File: src/rtl/run_pkg.sv
// Shared types for the start/halt launch controller: FSM state encoding and
// the fixed data word written during the memory clear sweep.
package run_pkg;

   typedef enum logic [2:0] {
      ST_IDLE  = 3'd0,
      ST_ARMED = 3'd1,
      ST_CLEAR = 3'd2,
      ST_RUN   = 3'd3,
      ST_DONE  = 3'd4
   } run_state_t;

   localparam logic [7:0] CLR_DATA = 8'h00;

endpackage

File: src/rtl/run_cnt.sv
// Loadable, clearable, saturating up-counter. Priority: reset, clear, load,
// increment. Holds at all-ones instead of wrapping.
module run_cnt #(
   parameter int W = 8
) (
   input  logic         clk_i,
   input  logic         rst_i,
   input  logic         clr_i,
   input  logic         ld_i,
   input  logic [W-1:0] ld_val_i,
   input  logic         inc_i,
   output logic [W-1:0] cnt_o
);

   logic [W-1:0] cnt_q, cnt_d;

   always_comb begin
      cnt_d = cnt_q;
      if (clr_i) begin
         cnt_d = '0;
      end else if (ld_i) begin
         cnt_d = ld_val_i;
      end else if (inc_i && (cnt_q != '1)) begin
         cnt_d = cnt_q + W'(1);
      end
   end

   always_ff @(posedge clk_i) begin
      if (rst_i) begin
         cnt_q <= '0;
      end else begin
         cnt_q <= cnt_d;
      end
   end

   assign cnt_o = cnt_q;

endmodule

File: src/rtl/run_ctrl.sv
// Start/halt launch responder: arm on start high, launch on start low,
// optionally sweep data memory to zero, run the PC until halt op or watchdog.
module run_ctrl
   import run_pkg::*;
#(
   parameter int          DEPTH      = 256,
   parameter int          AW         = 8,
   parameter int          CNT_W      = 16,
   parameter int unsigned MAX_CYCLES = 60000,
   parameter bit          CLEAR_EN   = 1'b1
) (
   input  logic             CLK,
   input  logic             Reset,
   input  logic             start,
   input  logic             done_instr,
   output logic             pc_reset,
   output logic             pc_en,
   output logic             clr_we,
   output logic [AW-1:0]    clr_addr,
   output logic             halt,
   output logic             timeout,
   output logic [CNT_W-1:0] cycle_count,
   output logic [2:0]       dbg_state
);

   run_state_t state_q, state_d;
   logic       launch, wdog_hit;
   logic       pc_reset_q, pc_en_q, clr_we_q, halt_q, timeout_q;
   logic       addr_clr;

   always_comb begin
      state_d  = state_q;
      launch   = 1'b0;
      wdog_hit = 1'b0;
      case (state_q)
         ST_IDLE: begin
            if (start) state_d = ST_ARMED;
         end
         ST_ARMED: begin
            if (!start) begin
               launch  = 1'b1;
               state_d = CLEAR_EN ? ST_CLEAR : ST_RUN;
            end
         end
         ST_CLEAR: begin
            if (start) begin
               state_d = ST_ARMED;
            end else if (clr_addr == AW'(DEPTH - 1)) begin
               state_d = ST_RUN;
            end
         end
         ST_RUN: begin
            // Re-arm beats halt, and the halt op beats the watchdog.
            if (start) begin
               state_d = ST_ARMED;
            end else if (done_instr) begin
               state_d = ST_DONE;
            end else if (cycle_count == CNT_W'(MAX_CYCLES - 1)) begin
               state_d  = ST_DONE;
               wdog_hit = 1'b1;
            end
         end
         ST_DONE: begin
            if (start) state_d = ST_ARMED;
         end
         default: state_d = ST_IDLE;
      endcase
   end

   // Outputs are decoded from the next state so they leave a flop directly.
   always_ff @(posedge CLK) begin
      if (Reset) begin
         state_q    <= ST_IDLE;
         pc_reset_q <= 1'b1;
         pc_en_q    <= 1'b0;
         clr_we_q   <= 1'b0;
         halt_q     <= 1'b0;
         timeout_q  <= 1'b0;
      end else begin
         state_q    <= state_d;
         pc_reset_q <= (state_d == ST_IDLE) || (state_d == ST_ARMED) || (state_d == ST_CLEAR);
         pc_en_q    <= (state_d == ST_RUN);
         clr_we_q   <= (state_d == ST_CLEAR);
         halt_q     <= (state_d == ST_DONE);
         if (launch) begin
            timeout_q <= 1'b0;
         end else if (wdog_hit) begin
            timeout_q <= 1'b1;
         end
      end
   end

   // The sweep address only advances while staying in CLEAR; any exit zeroes it.
   assign addr_clr = !((state_q == ST_CLEAR) && (state_d == ST_CLEAR));

   run_cnt #(.W(AW)) u_addr_cnt (
      .clk_i    (CLK),
      .rst_i    (Reset),
      .clr_i    (addr_clr),
      .ld_i     (1'b0),
      .ld_val_i ('0),
      .inc_i    (1'b1),
      .cnt_o    (clr_addr)
   );

   run_cnt #(.W(CNT_W)) u_cycle_cnt (
      .clk_i    (CLK),
      .rst_i    (Reset),
      .clr_i    (launch),
      .ld_i     (wdog_hit),
      .ld_val_i (CNT_W'(MAX_CYCLES)),
      .inc_i    (state_q == ST_RUN),
      .cnt_o    (cycle_count)
   );

   assign pc_reset  = pc_reset_q;
   assign pc_en     = pc_en_q;
   assign clr_we    = clr_we_q;
   assign halt      = halt_q;
   assign timeout   = timeout_q;
   assign dbg_state = state_q;

endmodule

File: config.mk
export PLATFORM = sky130hd
export DESIGN_NAME = run_ctrl
export DESIGN_NICKNAME = d
export VERILOG_FILES = /design/src/rtl/run_pkg.sv /design/src/rtl/run_cnt.sv /design/src/rtl/run_ctrl.sv
export SDC_FILE = /design/constraint.sdc
export NUM_CORES = 1
export LEC_CHECK = 0
export BUFFER_PORTS_ARGS = -buffer_cell sky130_fd_sc_hd__buf_2
export CAP_MARGIN = 20
export CORE_ASPECT_RATIO = 2
export CORE_MARGIN = 3
export CORE_UTILIZATION = 53
export DETAILED_ROUTE_END_ITERATION = 7
export PLACE_DENSITY = 0.76
export SYNTH_ARGS = -nofsm -noshare
export SYNTH_HDL_FRONTEND = slang
export SYNTH_SLANG_ARGS = --single-unit
export TNS_END_PERCENT = 100
File: constraint.sdc
create_clock -name CLK -period 2.64 [get_ports CLK]
set_clock_uncertainty 0.15 [all_clocks]
set_input_delay 0 -clock CLK [delete_from_list [all_inputs] [get_ports CLK]]
set_output_delay 0 -clock CLK [all_outputs]
set_load 0.05 [all_outputs]
Word-level counts from Yosys, hierarchy flattened
Cells that the tools add are included.
{ "classes": {"add_sub_neg": 2, "multipliers": 0, "div_mod_pow": 0, "n_lt_le_gt_ge": 0, "eq_ne": 12, "shift": 0, "muxes": 16, "bitwise": 1, "n_reduce_logical": 11} }
{ "op_table": {"columns": ["cell", "count"], "rows": [
  ["$mux 16", 2],
  ["$mux 3", 7],
  ["$add 16x1->16 const B", 1],
  ["$eq 16x16->1 const B", 1],
  ["$ne 16x16->1 const B", 1],
  ["$eq 3x2->1 const B", 4],
  ["$pmux 3 s4", 1],
  ["$add 8x1->8 const B", 1],
  ["$eq 8x8->1 const B", 1],
  ["$ne 8x8->1 const B", 1],
  ["$eq 3x1->1 const B", 2],
  ["$eq 3x3->1 const B", 2],
  ["$logic_not 3->1", 2],
  ["$mux 1", 6],
  ["$reduce_or 2->1", 3],
  ["$reduce_or 3->1", 1],
  ["$logic_and 1x1->1", 2],
  ["$logic_or 1x1->1", 2],
  ["$reduce_bool 2->1", 1],
  ["$not 1->1", 1]
]} }
{ "totals": {"regBits": 32, "latch_bits": 0, "ram_bits": 0, "rom_bits": 0, "in_bits": 4, "output_inout_bits": 32, "wordCells": 51, "n_memories": 0} }

Logic depth before layout (Yosys ltp)
Gate-level depths: netlist of run 1.
{ "depth": {"depth_word": 9, "depth_mapped": 7, "ltp_nobuf": 5} }

Hierarchy
A second synthesis of run 1 with hierarchy kept.
{ "unflattened": {"hier_cells": 231, "area_unflattened_um2": 1904.3} }
{ "modules_own_cells": {"columns": ["mod", "n_inst", "cells_each", "area_per_inst_um2", "seq_area_each_um2"], "rows": [
  ["run_cnt (u_cycle_cnt)", 1, 120, 973.4, 320.3],
  ["run_cnt (u_addr_cnt)", 1, 57, 498.0, 160.2],
  ["run_ctrl", 1, 54, 432.9, 160.2]
]} }

Least setup slack after synthesis of run 1
OpenSTA, ideal clock, no wires.
{ "synth_timing": {"path_type": "reg2reg", "start": "register state_q[1] (netlist: dbg_state[1])", "end": "register u_cycle_cnt.cnt_q[15] (netlist: u_cycle_cnt.cnt_o[15])", "t_arrival_ps": 2185, "path_slack_ps": 236, "path_stages_with_launch": 7, "n_path_buf": 2, "synth_period_minus_slack_ps": 2404, "cell_sequence": "dfxtp_1 buf_6 nand3b_4 or4_1 buf_2 or4_1 a21oi_1"} }
{ "synth_via": {"elab_chain_len": 3, "word_cells_on_any_way": 8, "classes_between": "2 x eq/ne; 3 x mux; 3 x reduce/logical"} }
{ "synth_lines": {"columns": ["item", "line", "text"], "rows": [
  ["from (decl)", "run_ctrl.sv:26", "run_state_t state_q, state_d;"],
  ["from (signal assigned)", "run_ctrl.sv:80", "state_q <= state_d;"],
  ["$eq 3x2->1 / $eq 3x1->1 (equally long branches)", "run_ctrl.sv:35, run_ctrl.sv:112", null],
  ["$mux 1 / $logic_and 1x1->1 (equally long branches)", "run_ctrl.sv:35, run_cnt.sv:23", null],
  ["$mux 16 (tied with other cells)", "run_cnt.sv:21", "end else if (ld_i) begin"],
  ["to (signal assigned)", "run_cnt.sv:32", "cnt_q <= cnt_d;"],
  ["to (decl)", "run_cnt.sv:15", "logic [W-1:0] cnt_q, cnt_d;"]
]} }
Several ways; a longest one is shown, not always the timed one.
A chain may end at the register's enable or synchronous reset.

Worst setup path after layout of run 1
{ "layout_timing": {"start": "register u_cycle_cnt.cnt_q[0] (netlist: u_cycle_cnt.cnt_o[0])", "end": "register state_q[0] (netlist: dbg_state[0])"} }
{ "layout_via": {"elab_chain_len": 5} }
{ "layout_lines": {"columns": ["item", "line", "text"], "rows": [
  ["$eq 16x16->1", "run_ctrl.sv:58", "end else if (cycle_count == CNT_W'(MAX_CYCLES - 1)) begin"],
  ["$mux 3", "run_ctrl.sv:58", null],
  ["$mux 3", "run_ctrl.sv:56", "end else if (done_instr) begin"],
  ["$mux 3", "run_ctrl.sv:54", "if (start) begin"],
  ["$pmux 3 s4", "run_ctrl.sv:35", "case (state_q)"]
]} }
No other way between the ends.

==> metrics.md, run 1 <==
| Metric | Value |
|---|---|
| CP max stage delay | `0.57 ns` |
| Initial Util | `56.75%` |
| IO buf count | `35` |
| Cell internal pwr | `around 830 uW` |
| Final ANT Viol Nets | `0` |
| VDD IR max | `0.0003689 V` |
| Die area | `3776 um2` |
| Drt total wl | `4004 um` |
| Clock Tree Buf Depth | `2` |
| Synth Cell Area | `1610 um2` |
| P_sw | `between 200 and 250 uW` |
| EDFF count, synth | `0` |
| CTS buffer count | `5` |
| First-pass DRT Iterations | `4` |
| Clock root cell | `clkbuf_8` |
| Top delay family on crit path | `buffers and inverters` |
| Ratio of final minimum period to clock period | `88.38%` |
| Starting DRT DRC Count | `68` |
| Final setup viols | `0` |
| Async SR Flop Fraction | `0%` |
| Vias in the first global route | `1491` |
| Status | `completed` |
| Register area share after synthesis | `39.78%` |
| Nets | `230` |
| Pleak | `0.0007474 uW` |
| Worst-path clk slew | `0.07 ns` |
| Post-CTS sizing | `0` |
| Final hold viol count | `0` |
| Main synth FF type | `dfxtp_1` |
| Setup TNS Final | `0 ns` |
| Remaining global-route overflow | `0` |
| Largest net degree at the start of global routing | `18` |
| Initial antenna violation count | `0` |
| Buf/Inv on CP | `1` |
| Drt drc | `0` |
| Clock Sinks | `32` |
| Worst min-delay path category | `reg -> reg` |
| Row count | `27` |
| Sequential power share | `46.8%` |
| Syn Nets | `195` |
| Switching Fraction | `20.56%` |
| Crit Path Max Fanout | `6` |
| Total Routing Usage GR | `22.65%` |
| Slowest cell on crit path | `dlygate4sd3_1` |
| Yosys warnings | `0` |
| Core Footprint | `2838 um2` |
| WS Path Type | `reg -> reg` |
| #FFs+latches synth | `32` |
| Share of layout cells above drive strength 1 | `20.89%` |
| CP Launch Type | `flop` |
| CTS tree | `done` |
| DP Wirelength | `roughly 3000 um` |
| Worst EP required | `between 2 and 3 ns` |
| Die width | `approximately 45 um` |
| Post-synthesis cell type count | `41` |
| Worst slew margin | `59.81%` |
| Power Density | `545.9 nW/um2` |
| First-pass GRT wire length | `6679 um` |
| Min Tclk post-route | `2.333 ns` |
| Syn avg cell area | `approximately 8.5 um2` |
| Slew Viols, Final | `0` |
| RSZ-0062 raised after global routing | `no` |
| Worst-margin pin slew | `0.5989 ns` |
| Combinational Power Share | `4.1%` |
| Max-cap violation count | `0` |
| Power share of the clock group | `49.0%` |
| Fmax | `428.6 MHz` |
| I/O pins | `36` |
| Gate Count Post-Synth | `189` |
| Filler cells | `about 250` |
| ANT cells | `0` |
| Vias | `1631` |
| Vias per cell | `around 6.4` |
| Setup crit end kind | `flop` |
| Clock H-tree levels | `2` |
| Die Ht | `83.95 um` |
| Worst-path cell chain | `ha_1, and4_1, a41oi_1, nand2_1, a31oi_1, dlygate4sd3_1` |
| Area growth syn-to-layout | `19.27%` |
| Latest clock arrival within the worst-skew pair | `about 0.28 ns` |
| CP Data Arrival Time | `2.41 ns` |
| Placer Congestion | `0.9666` |
| Hold Slack | `0.2967 ns` |
| Post-DR wirelength/cell | `approximately 16 um` |
## power groups by stage
stage,clock (uW),combinational (uW),sequential [uW]
after floorplan,0,22.7,508
final,514,43.4,491
after global placement,0,38.4,501
after detailed placement,0,38.2,502
after global routing,536,46.8,491
after CTS,519,42.8,491
## metrics by stage
step | setup WS, ns | utilization (%) | std cells | area (um2) | power, uW
2_1_floorplan | 0.2357 | - | 189 | 1610 | 531.1
3_3_place_gp | 0.4674 | 61.82 | 242 | 1754 | 539.6
4_1_cts | 0.3576 | 67.68 | 254 | 1921 | 1053
5_1_grt | 0.1785 | 67.68 | 254 | 1921 | 1074
6_report | 0.3068 | 67.68 | 254 | 1921 | 1049
3_5_place_dp | 0.3702 | 61.82 | 242 | 1754 | 540.1
## repair_timing
action / in CTS / in global routing
buffers inserted: 0 / 0
hold buffers: 4 / 0
hold endpoints to repair: 8 / 0
## routing by layer
layer  wire (um)  global-route usage (%)  up-vias
met5           0                       0        -
met2        2221                   41.09       62
met1        1486                   24.36      775
met3         203                   3.888        9
li1            -                       -      785
met4          92                   8.000        0
## registers in the layout (all words and copies together), names as in the netlist
register / count
halt: 1
clr_we: 1
dbg_state: 3
u_addr_cnt.cnt_o: 8
pc_en: 1
timeout: 1
u_cycle_cnt.cnt_o: 16
pc_reset: 1
## final timing paths
check | from | to | slack [ns] | cells past startpoint
setup / recovery | u_cycle_cnt.cnt_o[0]$_SDFFE_PP0P_ | dbg_state[0]$_SDFF_PP0_ | 0.31 | 6
hold / removal | timeout$_SDFFE_PP0P_ | timeout$_SDFFE_PP0P_ | 0.30 | 2
setup reg to reg | u_cycle_cnt.cnt_o[0]$_SDFFE_PP0P_ | dbg_state[0]$_SDFF_PP0_ | 0.31 | 6
hold reg to reg | timeout$_SDFFE_PP0P_ | timeout$_SDFFE_PP0P_ | 0.30 | 2
## final cells by class
| class | count | area, um2 | share of cell area, % |
|---|---|---|---|
| clock buffer | 7 | 96.34 | 5.016 |
| clock inverter | 1 | 30.03 | 1.564 |
| inverter | 5 | 18.77 | 0.9772 |
| multi-input combinational | 141 | 883.3 | 45.99 |
| sequential | 32 | 640.6 | 33.36 |
| tap | 29 | 36.28 | 1.889 |
| timing repair buffer | 39 | 215.2 | 11.21 |
## synth_stat cells, drive strengths merged, types with 3 or more instances
cell,count,share of area (%)
a21oi,16,5.0
a31oi,4,1.6
and3,6,2.3
and4,4,2.2
buf,6,3.0
clkbuf,5,1.2
dfxtp,32,40
inv,5,1.2
nand2,13,3.0
nand3,9,2.8
nand4,7,2.7
nor2,14,3.3
nor3,4,1.2
o21ai,8,2.5
o31ai,7,3.3
or2,3,1.2
or3,7,2.9
or4,9,4.2
xnor2,3,1.6
## cell usage in the layout, fill, tap and decap left out, types with 2 or more instances in the layout
cell type      instances
dlygate4sd3_1          4
buf_2                 35
nand3_1                9
nor4b_1                2
nand2b_1               2
and4_1                 4
clkbuf_8               7
a211oi_1               2
ha_1                   2
xnor2_1                3
or4_1                  9
or3_2                  2
o21ai_0                6
or3_1                  5
nand2_1               13
nor2_1                14
and3_1                 6
xor2_1                 2
inv_1                  5
mux2i_1                2
or2_1                  2
nand4_1                7
o21ai_1                2
o211ai_1               2
a2bb2oi_1              2
o31ai_1                7
dfxtp_1               32
a21oi_1               16
a2111o_1               2
a31oi_1                4
nor3_1                 4
## cells by family after synthesis
logic type / count (synthesis) / synth area share, %
AOI/OAI and AO/OA: 46 / 18.18
buffers and inverters: 16 / 5.361
muxes: 2 / 1.243
adders and majority gates: 2 / 1.554
xor gates and xnor gates: 5 / 2.720
and+or+nand+nor: 86 / 31.16
DFF: 32 / 39.78
## worst register-to-register path, stage by stage, from the launching register on
cell and delay, ns:
dfxtp_1 0.35, ha_1 0.29, and4_1 0.28, a41oi_1 0.38, nand2_1 0.10, a31oi_1 0.15
dlygate4sd3_1 0.57
Note: power is estimated with default switching activity, not from simulation.
==> inputs of run 2 (changes only) <==
--- a/config.mk
+++ b/config.mk
@@ -5,14 +5,15 @@
 export SDC_FILE = /design/constraint.sdc
 export NUM_CORES = 1
 export LEC_CHECK = 0
-export BUFFER_PORTS_ARGS = -buffer_cell sky130_fd_sc_hd__buf_2
 export CAP_MARGIN = 20
 export CORE_ASPECT_RATIO = 2
 export CORE_MARGIN = 3
-export CORE_UTILIZATION = 53
+export CORE_UTILIZATION = 60
 export DETAILED_ROUTE_END_ITERATION = 7
-export PLACE_DENSITY = 0.76
+export DONT_BUFFER_PORTS = 1
+export PLACE_DENSITY = 0.74
 export SYNTH_ARGS = -nofsm -noshare
 export SYNTH_HDL_FRONTEND = slang
+export SYNTH_HIERARCHICAL = 1
 export SYNTH_SLANG_ARGS = --single-unit
 export TNS_END_PERCENT = 100
==> constraint.sdc (replaced) <==
create_clock -name CLK -period 2.93 [get_ports CLK]
set_clock_uncertainty 0.15 [all_clocks]
set_input_delay 0 -clock CLK [delete_from_list [all_inputs] [get_ports CLK]]
set_output_delay 0 -clock CLK [all_outputs]
set_load 0.05 [all_outputs]
==> run 2 against run 1 <==
  * Fmax shrank 1.9%
  * Critical path depth down 1
  * Hold slack lost 0.24 ns
  * Highest routed layer unchanged
  * Count of clock-buffer cells in the layout down 2
  * Combinational power rose by 25%
  * Die area grew 4.0%
==> metrics.md, run 2 <==
| Metric | Value |
|---|---|
| Core Footprint | `3013 um2` |
| Max reg flops | `16` |
| Clock root cell | `clkbuf_8` |
| Ratio of final minimum period to clock period | `81.17%` |
| Synth top area share | `33.64%` |
| #FFs+latches synth | `32` |
| RSZ-0062 raised after global routing | `no` |
| Starting DRT DRC Count | `98` |
| CP max stage delay | `roughly 0.77 ns` |
| Synth cell count leaders | `dfxtp_1 (32), o21ai_0 (19), nand2_1 (17)` |
| CTS buffer count | `5` |
| Die width | `approximately 46 um` |
| Clock H-tree levels | `2` |
| Buf/Inv on CP | `1` |
| Fmax | `around 420 MHz` |
| R2R Path Start | `u_addr_cnt/cnt_o[4]$_SDFFE_PP0P_` |
| Max-cap violation count | `0` |
| Post-CTS sizing | `0` |
| CP Launch Type | `flop` |
| WS Path Type | `reg -> reg` |
| Drt drc | `0` |
| Slew Viols, Final | `0` |
| Flop2flop setup slack | `0.55 ns` |
| Area leader, netlist | `dfxtp_1` |
| First-pass DRT Iterations | `5` |
| Initial antenna violation count | `0` |
| Post-DR wirelength/cell | `about 17 um` |
| CTS tree | `done` |
| Top delay family on crit path | `flip-flops` |
| I/O pins | `36` |
| Drt total wl | `approximately 5300 um` |
| Placer Congestion | `just over 0.9` |
| First-pass GRT wire length | `8542 um` |
| Final hold viol count | `0` |
| Latest clock arrival within the worst-skew pair | `between 0.2 and 0.3 ns` |
| Worst-path cell chain | `nand4_1, nor2_1, a22oi_1, a21oi_1, dlygate4sd3_1` |
| Worst-margin pin slew | `approximately 0.71 ns` |
| Status | `completed` |
| Vias per cell | `roughly 6.4` |
| R2r endpoint | `dbg_state[0]$_SDFF_PP0_` |
| Pleak | `0.0008736 uW` |
| Count leader, synth | `dfxtp_1` |
| Main synth FF type | `dfxtp_1` |
| Clock Sinks | `32` |
| Syn avg cell area | `8.244 um2` |
| Area growth syn-to-layout | `21.81%` |
| Clock Tree Buf Depth | `2` |
| ANT cells | `0` |
| Worst slew margin | `between 50 and 60%` |
| Non-Filler Instances | `between 300 and 400` |
| Min Tclk post-route | `2.378 ns` |
| Vias in the first global route | `1897` |
| VDD IR max | `roughly 0.00041 V` |
| Largest net degree at the start of global routing | `21` |
| Nets | `289` |
| Worst min-delay path category | `in -> reg` |
| IO buf count | `0` |
| Power Density | `399.0 nW/um2` |
| Register area share after synthesis | `33.64%` |
| Die Ht | `85.67 um` |
| Setup crit end kind | `flop` |
| Share of layout cells above drive strength 1 | `15.85%` |
| Slowest cell on crit path | `dfxtp_1` |
| Hold EP | `u_cycle_cnt/cnt_o[6]$_SDFFE_PP0P_` |
| Die area | `between 3000 and 4000 um2` |
| CP Data Arrival Time | `approximately 2.5 ns` |
| Hold wc startpoint | `done_instr` |
| Worst EP required | `3.01 ns` |
| Async SR Flop Fraction | `0%` |
| Top post-synthesis cells by area | `dfxtp_1 (34%), o21ai_0 (5.0%), a21oi_1 (3.9%)` |
| Most frequent cells in the layout | `dfxtp_1 (32), conb_1 (31), buf_4 (21)` |
| FF-to-FF path depth | `5` |
| Post-CTS setup buffer count | `0` |
| Vias | `2009` |
| Remaining global-route overflow | `0` |
| Gate Count Post-Synth | `231` |
| Crit Path Max Fanout | `7` |
| Final ANT Viol Nets | `0` |
| Final setup viols | `0` |
| EDFF count, synth | `0` |
| Post-synthesis cell type count | `55` |
| Row count | `28` |
| Setup TNS Final | `0 ns` |
| DP Area | `2168 um2` |
| Total Routing Usage GR | `28.77%` |
| Initial Util | `63.21%` |
| Most common cell after layout, fill and taps aside | `dfxtp_1` |
| Synth Cell Area | `1904 um2` |
| Worst-path clk slew | `0.07 ns` |
| DP Wirelength | `3892 um` |
| Worst Hold Path Cells | `5` |
| Final Cell Area | `2320 um2` |
| Placed Cells | `302` |
| Yosys warnings | `6` |
run 2: cell types whose count changed after synthesis, sizes merged, moves of 3 or more:
| cell | change |
|---|---|
| o41ai | +4 |
| or3 | -5 |
| o21ai | +14 |
| nand4 | +5 |
| a211o | +4 |
| and3 | +3 |
| o31ai | -4 |
| or4 | -5 |
| nand2 | +4 |
| a31oi | +5 |
| nand3 | +4 |
| nor4bb | +3 |
run 2: kinds of logic after synthesis:
group                    share of synthesized area, %
adder cells (fa/ha/maj)                         1.314
buffers and inverters                           3.088
XOR/XNOR                                        1.840
other                                          0.3944
multiplexers                                    2.103
AND/OR/NAND/NOR                                 32.46
flip-flops                                      33.64
AO/OA/AOI/OAI                                   25.16
run 2: worst min-delay path, cell delays in order:
cell and delay, ns:
or4_1 0.10, nor2_2 0.04, buf_4 0.18, nand2_1 0.07, a21oi_1 0.06
run 2: worst max path at each step:
stage	start	to	slack (ns)	depth (start not counted)
6_report	u_addr_cnt/cnt_o[4]$_SDFFE_PP0P_	dbg_state[0]$_SDFF_PP0_	0.55	5
5_1_grt	u_addr_cnt/cnt_o[4]$_SDFFE_PP0P_	dbg_state[0]$_SDFF_PP0_	0.33	5
4_1_cts	u_addr_cnt/cnt_o[4]$_SDFFE_PP0P_	dbg_state[0]$_SDFF_PP0_	0.55	5
3_5_place_dp	u_addr_cnt/cnt_o[6]$_SDFFE_PP0P_	u_addr_cnt/cnt_o[2]$_SDFFE_PP0P_	0.60	5
3_3_place_gp	u_addr_cnt/cnt_o[6]$_SDFFE_PP0P_	u_addr_cnt/cnt_o[2]$_SDFFE_PP0P_	0.67	5
2_1_floorplan	dbg_state[0]$_SDFF_PP0_	u_cycle_cnt/cnt_o[15]$_SDFFE_PP0P_	0.32	7
run 2: what timing repair did:
action                     4_1_cts  5_1_grt
hold buffers                     4        0
hold endpoints to repair        32        0
setup endpoints to repair        0        0
run 2: final cells by class:
cell class	count	area [um2]
Clock buffer	5	68.82
Timing Repair Buffer	25	197.7
Multi-Input combinational cell	214	1314
Clock inverter	3	42.54
Inverter	5	18.77
Tap cell	30	37.54
Fill cell	228	693.2
Sequential cell	32	640.6
run 2: where the power goes:
group          switching [uW]  internal [uW]
combinational            38.2           16.3
sequential               5.57            437
clock                     177            252
run 2: stage by stage:
| step | power (uW) | hold slack, ns | util (%) | setup WS [ns] |
|---|---|---|---|---|
| after floorplan | 490.7 | -0.08093 | - | 0.3160 |
| after global placement | 496.4 | -0.07836 | 71.97 | 0.6735 |
| after detailed placement | 498.2 | -0.07104 | 71.97 | 0.6035 |
| after CTS | 924.3 | 0.05344 | 76.99 | 0.5546 |
| after global routing | 950.3 | 0.09180 | 76.99 | 0.3295 |
| final | 925.6 | 0.05393 | 76.99 | 0.5516 |
run 2: metal layers:
metal	up-vias	global-route usage, %	wire [um]
li1	969	-	-
met1	919	29.23	1849
met2	101	52.87	2963
met3	20	5.462	330
met4	0	12.44	178
met5	-	0	0
